**config.mk**
```make
export PLATFORM = sky130hd
export DESIGN_NAME = fc_seq_ctrl
export DESIGN_NICKNAME = d
export VERILOG_FILES = /design/src/rtl/fc_pkg.sv /design/src/rtl/fc_addr_gen.sv /design/src/rtl/fc_seq_ctrl.sv
export SDC_FILE = /design/constraint.sdc
export NUM_CORES = 1
export LEC_CHECK = 0
export CAP_MARGIN = 5
export CORE_MARGIN = 4
export CORE_UTILIZATION = 55
export CTS_CLUSTER_SIZE = 40
export DETAILED_ROUTE_END_ITERATION = 10
export DONT_BUFFER_PORTS = 1
export PLACE_DENSITY_LB_ADDON = 0.12
export SYNTH_ARGS = -nofsm -noshare
export SYNTH_HDL_FRONTEND = slang
export SYNTH_SLANG_ARGS = --single-unit
```
**constraint.sdc**
```tcl
create_clock -name clk -period 1.9 [get_ports clk]
set_input_delay 0.475 -clock clk [delete_from_list [all_inputs] [get_ports clk]]
set_output_delay 0.475 -clock clk [all_outputs]
set_load 0.005 [all_outputs]
```
**src/rtl/fc_pkg.sv**
```systemverilog
// Shared definitions for the fully-connected output-stage sequencer.
// Holds the FP32 word width, the 0.5 threshold constant used by the
// downstream comparator, the sequencer state encoding, and a helper
// that sizes index counters so they never collapse to zero width.
package fc_pkg;

  localparam int FP32_W = 32;
  localparam logic [FP32_W-1:0] FP_HALF = 32'h3F00_0000;

  typedef enum logic [2:0] {
    IDLE,
    CLEAR,
    FEED,
    DRAIN,
    CMP,
    WAIT_CMP,
    DONE
  } state_t;

  // A single-entry range still needs a 1-bit counter.
  function automatic int idx_w(input int n);
    return (n > 1) ? $clog2(n) : 1;
  endfunction

endpackage

```
**src/rtl/fc_addr_gen.sv**
```systemverilog
// Address generator for the FC sequencer.
// Keeps the per-neuron input counter and the neuron counter, forms the
// weight address as neuron*N_IN + in_addr, and flags the final MAC term.
// Ports:
//   clk, rst      clock and synchronous active-high reset
//   start_run     zero the neuron counter at the beginning of a run
//   next_neuron   advance to the next neuron
//   clr_in        zero the input counter (entering CLEAR)
//   feed          high while terms are streamed to the MAC
//   in_addr       input-vector read address
//   w_addr        weight read address
//   neuron        current neuron index
//   in_last       input counter sits on the last term
//   neuron_last   current neuron is the final one of the run
//   mac_last      final-term marker, only while feeding
module fc_addr_gen import fc_pkg::*; #(
  parameter int N_IN  = 64,
  parameter int N_OUT = 4,
  parameter int IN_W  = $clog2(N_IN),
  parameter int W_W   = $clog2(N_IN * N_OUT),
  parameter int NRN_W = idx_w(N_OUT)
) (
  input  logic             clk,
  input  logic             rst,
  input  logic             start_run,
  input  logic             next_neuron,
  input  logic             clr_in,
  input  logic             feed,
  output logic [IN_W-1:0]  in_addr,
  output logic [W_W-1:0]   w_addr,
  output logic [NRN_W-1:0] neuron,
  output logic             in_last,
  output logic             neuron_last,
  output logic             mac_last
);

  localparam logic [W_W-1:0] STRIDE = W_W'(N_IN);

  logic [IN_W-1:0] in_cnt;

  // The input counter stops on the last term so the address is held
  // at its final value until the next CLEAR re-zeroes it.
  always_ff @(posedge clk) begin
    if (rst) begin
      in_cnt <= '0;
    end else if (clr_in) begin
      in_cnt <= '0;
    end else if (feed && !in_last) begin
      in_cnt <= in_cnt + IN_W'(1);
    end
  end

  // Neuron index only moves between neurons, so w_addr stays stable
  // through DRAIN/CMP/WAIT_CMP.
  always_ff @(posedge clk) begin
    if (rst) begin
      neuron <= '0;
    end else if (start_run) begin
      neuron <= '0;
    end else if (next_neuron) begin
      neuron <= neuron + NRN_W'(1);
    end
  end

  assign in_addr     = in_cnt;
  assign w_addr      = W_W'(neuron) * STRIDE + W_W'(in_cnt);
  assign in_last     = (in_cnt == IN_W'(N_IN - 1));
  assign neuron_last = (neuron == NRN_W'(N_OUT - 1));
  assign mac_last    = feed && in_last;

endmodule

```
**src/rtl/fc_seq_ctrl.sv**
```systemverilog
// Sequencer for the fully-connected output stage.
// A run walks N_OUT neurons: clear the FP32 MAC, stream N_IN terms, wait
// for the sum, launch the 0.5-threshold comparator with it, and collect
// the detect bit. A wait longer than TIMEOUT cycles on either the MAC or
// the comparator ends the run early with err set.
// Ports:
//   clk, rst                 clock and synchronous active-high reset
//   start / busy / done      run request, run-in-progress, end-of-run pulse
//   err                      sticky timeout flag, cleared by the next start
//   in_addr, w_addr          operand read addresses
//   mac_clr/en/last          MAC control
//   mac_valid, mac_result    MAC sum handshake
//   cmp_data, cmp_valid      comparator launch
//   cmp_valid_out/detect     comparator result
//   detect_vec               per-neuron detect bits
module fc_seq_ctrl import fc_pkg::*; #(
  parameter int N_IN    = 64,
  parameter int N_OUT   = 4,
  parameter int TIMEOUT = 256,
  localparam int IN_W   = $clog2(N_IN),
  localparam int W_W    = $clog2(N_IN * N_OUT)
) (
  input  logic              clk,
  input  logic              rst,
  input  logic              start,
  output logic              busy,
  output logic              done,
  output logic              err,
  output logic [IN_W-1:0]   in_addr,
  output logic [W_W-1:0]    w_addr,
  output logic              mac_clr,
  output logic              mac_en,
  output logic              mac_last,
  input  logic              mac_valid,
  input  logic [FP32_W-1:0] mac_result,
  output logic [FP32_W-1:0] cmp_data,
  output logic              cmp_valid,
  input  logic              cmp_valid_out,
  input  logic              cmp_detect,
  output logic [N_OUT-1:0]  detect_vec
);

  localparam int NRN_W = idx_w(N_OUT);
  localparam int CNT_W = $clog2(TIMEOUT + 1);

  state_t state, next_state;

  logic [CNT_W-1:0] wait_cnt;
  logic [NRN_W-1:0] neuron;
  logic             in_last;
  logic             neuron_last;
  logic             start_run;
  logic             next_neuron;
  logic             clr_in;
  logic             timeout_hit;
  logic             wait_expired;

  fc_addr_gen #(
    .N_IN  (N_IN),
    .N_OUT (N_OUT),
    .IN_W  (IN_W),
    .W_W   (W_W),
    .NRN_W (NRN_W)
  ) u_addr_gen (
    .clk         (clk),
    .rst         (rst),
    .start_run   (start_run),
    .next_neuron (next_neuron),
    .clr_in      (clr_in),
    .feed        (mac_en),
    .in_addr     (in_addr),
    .w_addr      (w_addr),
    .neuron      (neuron),
    .in_last     (in_last),
    .neuron_last (neuron_last),
    .mac_last    (mac_last)
  );

  // Expiry is the last waiting cycle; the response input is checked
  // first so data arriving on that very cycle still wins.
  assign wait_expired = (wait_cnt == CNT_W'(TIMEOUT - 1));

  // State register.
  always_ff @(posedge clk) begin
    if (rst) begin
      state <= IDLE;
    end else begin
      state <= next_state;
    end
  end

  // Next-state logic plus the Moore control outputs. Counter controls are
  // raised on the transition into CLEAR so in_addr already reads 0 there.
  always_comb begin
    next_state  = state;
    start_run   = 1'b0;
    next_neuron = 1'b0;
    clr_in      = 1'b0;
    timeout_hit = 1'b0;
    busy        = (state != IDLE);
    done        = (state == DONE);
    mac_clr     = (state == CLEAR);
    mac_en      = (state == FEED);
    cmp_valid   = (state == CMP);
    case (state)
      IDLE: begin
        if (start) begin
          next_state = CLEAR;
          start_run  = 1'b1;
          clr_in     = 1'b1;
        end
      end
      CLEAR: next_state = FEED;
      FEED: begin
        if (in_last) begin
          next_state = DRAIN;
        end
      end
      DRAIN: begin
        if (mac_valid) begin
          next_state = CMP;
        end else if (wait_expired) begin
          next_state  = DONE;
          timeout_hit = 1'b1;
        end
      end
      CMP: next_state = WAIT_CMP;
      WAIT_CMP: begin
        if (cmp_valid_out) begin
          if (neuron_last) begin
            next_state = DONE;
          end else begin
            next_state  = CLEAR;
            next_neuron = 1'b1;
            clr_in      = 1'b1;
          end
        end else if (wait_expired) begin
          next_state  = DONE;
          timeout_hit = 1'b1;
        end
      end
      DONE: next_state = IDLE;
      default: next_state = IDLE;
    endcase
  end

  // Wait counter runs only while staying in a waiting state, so it is
  // back at zero on every entry into DRAIN or WAIT_CMP.
  always_ff @(posedge clk) begin
    if (rst) begin
      wait_cnt <= '0;
    end else if (((state == DRAIN) || (state == WAIT_CMP)) && (next_state == state)) begin
      wait_cnt <= wait_cnt + CNT_W'(1);
    end else begin
      wait_cnt <= '0;
    end
  end

  // Sticky timeout flag, cleared when a new run is accepted.
  always_ff @(posedge clk) begin
    if (rst) begin
      err <= 1'b0;
    end else if (start_run) begin
      err <= 1'b0;
    end else if (timeout_hit) begin
      err <= 1'b1;
    end
  end

  // The MAC sum is captured once and held for the comparator until its
  // result returns.
  always_ff @(posedge clk) begin
    if (rst) begin
      cmp_data <= '0;
    end else if ((state == DRAIN) && mac_valid) begin
      cmp_data <= mac_result;
    end
  end

  // Detect bits are cleared per run; neurons skipped by a timeout keep 0.
  always_ff @(posedge clk) begin
    if (rst) begin
      detect_vec <= '0;
    end else if (start_run) begin
      detect_vec <= '0;
    end else if ((state == WAIT_CMP) && cmp_valid_out) begin
      for (int i = 0; i < N_OUT; i++) begin
        if (neuron == NRN_W'(i)) begin
          detect_vec[i] <= cmp_detect;
        end
      end
    end
  end

endmodule
```
==> flow_summary.yaml <==
sta:
  final_critical_path_setup_slack_ns: 0.0962
  finalCriticalPeriod_ns: 1.80
  setup_viol_count_final: 0
  max_freq_mhz: 554
  fin_skew_ns: 0.00844
  setup_repair_after_global_routing_missed_its_margin: "false"
  finalCritPeriodShare: 0.949
  tightest_slew_ns: 0.516
  drv_slew: 0
  max_slew_margin: 0.654
  number_of_hold_violations_in_the_final_report: 0
  setup_total_negative_slack_ns: 0
cts:
  worst_setup_hold_path_clk_slew_ns: 0.06
  clock_tree_from_tritoncts: "done"
  cts_buffers: 9
  ctsHtreeMaxLevel: 3
  postCtsSetupBuffers: 0
  cts_hold_buf: 0
  worstSkewPairLatency_ns: 0.33
  cts_max_path_buffers: 2
  clock-sinks: 57
  cts_root_buf: "clkbuf_8"
cells_and_area:
  final_cell_count_no_fill: 353
  fillers: 389
  utilization_after_layout: 0.615
  syn2layout_area_growth_pct: 8.35
  num-nets-final: 342
  final_layout_size_suffix_gt1_frac: 0.110
  antenna_cells: 0
worst_setup_path:
  crit_path_start: "state[2]"
  critPathTopFamily: "simple AND/OR/NAND/NOR gates"
  reg2reg_from: "state[2]"
  arrival_ns: 1.33
  end_kind: "primary output"
  critical_path_class: "reg2out"
  cp_cell_sequence: "or3b_4 -> inv_1"
  worstSetupStartpointType: "flip-flop"
  critical-path-slowest-cell: "or3b_4"
  cp.buffers_inverters: 1
  critical-path-max-stage-delay_ns: 0.48
  worstPathRequired_ns: 1.42
  critical_path_maximum_fanout: 11
global_routing:
  globalRouteOverflowTotal: 0
  grt_max_degree: 39
  grt_pass1_wl_um: 8130
  number_of_antenna_violations_at_the_first_check_in_global_routing: 0
  first_global_vias: 1841
  global_route.usage.total: 0.189
floorplan:
  area_of_the_die_um2: 5630
  core_um2: 4350
  fp-row-count: 24
  io-pin-count: 95
  effective_utilization_at_floorplan: 0.568
  dieWidth_um: 75.0
  die_y_um: 75.0
detailed_routing:
  num_vias: 2033
  avgViaCountPerCell: 5.76
  antenna_violating_nets_post_route: 0
  finalWirelength_um: 5220
  wl_per_cell_um: 14.8
  number_of_design_rule_violations_left_after_detail_routing: 0
  drt_iter0_markers: 120
  dr.pass1.iters: 4
power:
  fin_total_pwr_uw: 2340
  p_leak_uw: 0.000912
  vdd_drop_max_v: 0.000479
  powerDensity_nw_per_um2: 874
logic_synthesis:
  yosys.area.top_type_share: 0.462
  synth_top_cell_by_area: "dfxtp_1"
  syn-cell-area_um2: 2470
  post_synth_num_cell_types: 44
  synth_top_cells_by_count: "nand2_1 (76), dfxtp_1 (57), a21oi_1 (42)"
  post-synth-top-count-cell: "nand2_1"
  synth.ff_latch_count: 57
  postSynthCellCount: 301
  ys_seq_area_frac: 0.462
  synth_edf_count: 0
  synth_area_leaders: "dfxtp_1 (46%), nand2_1 (12%), a21oi_1 (8.5%), ha_1 (3.5%), nand3_1 (3.0%)"
  ys_warn_count: 0
  ys.flop_type: "dfxtp_1"
  synth_area_per_cell_um2: 8.21
  synthArstFlopShare: 0
  syn_nets: 346
placement:
  cell_total_after_placement: 338
  gpl_congestion: 0.777
  buffer_ports.inserted: 0
  dp_hpwl_um: 3660
  dpl_worst_slack_ns: 0.166
min_path:
  worst_hold_startpoint: "rst"
  timing.hold.worst.class: "in2reg"
run:
  maxCapViolations: 0
status:
  outcome: "finished, final reports clean"
## final cells by class
cell class | count | area (µm²) | share of cell area
clock buffers | 12 | 165 | 0.0617
multi-input cells | 210 | 1180 | 0.441
clock inverters | 3 | 15.0 | 0.00561
well taps | 52 | 65.1 | 0.0243
flip-flops and latches | 57 | 1140 | 0.427
inverters | 9 | 33.8 | 0.0126
repair buffers | 10 | 75.1 | 0.0280
## final timing paths
path,to,slack [ns],cells after the start
setup reg to reg,u_addr_gen.in_addr[2],0.18,3
hold reg to reg,cmp_data[26],0.47,2
hold / removal,cmp_data[31],0.23,1
setup / recovery,mac_en,0.1,2
## sequential cells by signal, indices dropped and copies added, names as in the netlist
signal / count
u_addr_gen.in_addr: 6
u_addr_gen.neuron: 2
cmp_data: 32
detect_vec: 4
state: 3
err: 1
wait_cnt: 9
## metrics by stage
stage / cell area (µm²) / hold WS (ns)
after detailed placement: 2480 / 0.463
final: 2680 / 0.225
after CTS: 2670 / 0.195
after floorplan: 2470 / 0.441
after global routing: 2680 / 0.198
after global placement: 2480 / 0.455
## power by group
part | switching (µW) | internal, µW
clock network | 448 | 565
logic | 66.3 | 40.8
registers | 10.5 | 1210
## logic make-up (layout without fill, tap and decap cells)
kind of cell / Yosys count / after routing / share of synthesized area
multiplexers: 6 / 6 / 0.0243
AO/OA/AOI/OAI: 67 / 67 / 0.159
XOR/XNOR: 3 / 3 / 0.0106
buffers and inverters: 34 / 34 / 0.0653
flip-flops: 57 / 57 / 0.462
AND/OR/NAND/NOR: 127 / 127 / 0.243
adder cells (fa/ha/maj): 7 / 7 / 0.0354
## repair_timing
action	4_1_cts	5_1_grt
pin swaps	0	0
endpoints found under the setup margin	2	3
gates resized for setup	1	3
## worst reg2reg max path, delay by kind of cell, from the launching register on
kind             cells  cell delay (ns)
AND/OR/NAND/NOR      1             0.82
flip-flops           1             0.36
AO/OA/AOI/OAI        2             0.41
## layer usage
| metal | track usage | vias up | wire length, µm | part of all wire |
|---|---|---|---|---|
| li1 | - | 1025 | - | - |
| met1 | 0.235 | 940 | 2280 | 0.44 |
| met2 | 0.278 | 60 | 2360 | 0.45 |
| met3 | 0.0774 | 8 | 509 | 0.098 |
| met4 | 0.107 | 0 | 72 | 0.014 |
| met5 | 0 | - | 0 | 0 |
## cell usage in the layout (no fill, tap or decap), types with 2 or more instances in the layout
master     Yosys  routed
xor2_1         2       2
a31oi_1        2       2
or4_1          2       2
nor2_1         8       8
nor2b_1        2       2
ha_1           7       7
nand3_1       15      15
o21ai_0        7       7
nand4_1        3       3
inv_1          8       8
dfxtp_1       57      56
o211ai_1       3       3
buf_4          7      10
o2111ai_1      2       2
clkinv_2       0       3
nand2_1       76      76
or3_1          4       4
and3_1         2       2
mux2i_1        6       6
clkbuf_8       0      12
and4b_1        2       2
o41ai_1        2       2
a21oi_1       42      42
nor4bb_1       2       2
Note: power is estimated with default switching activity, not from simulation.
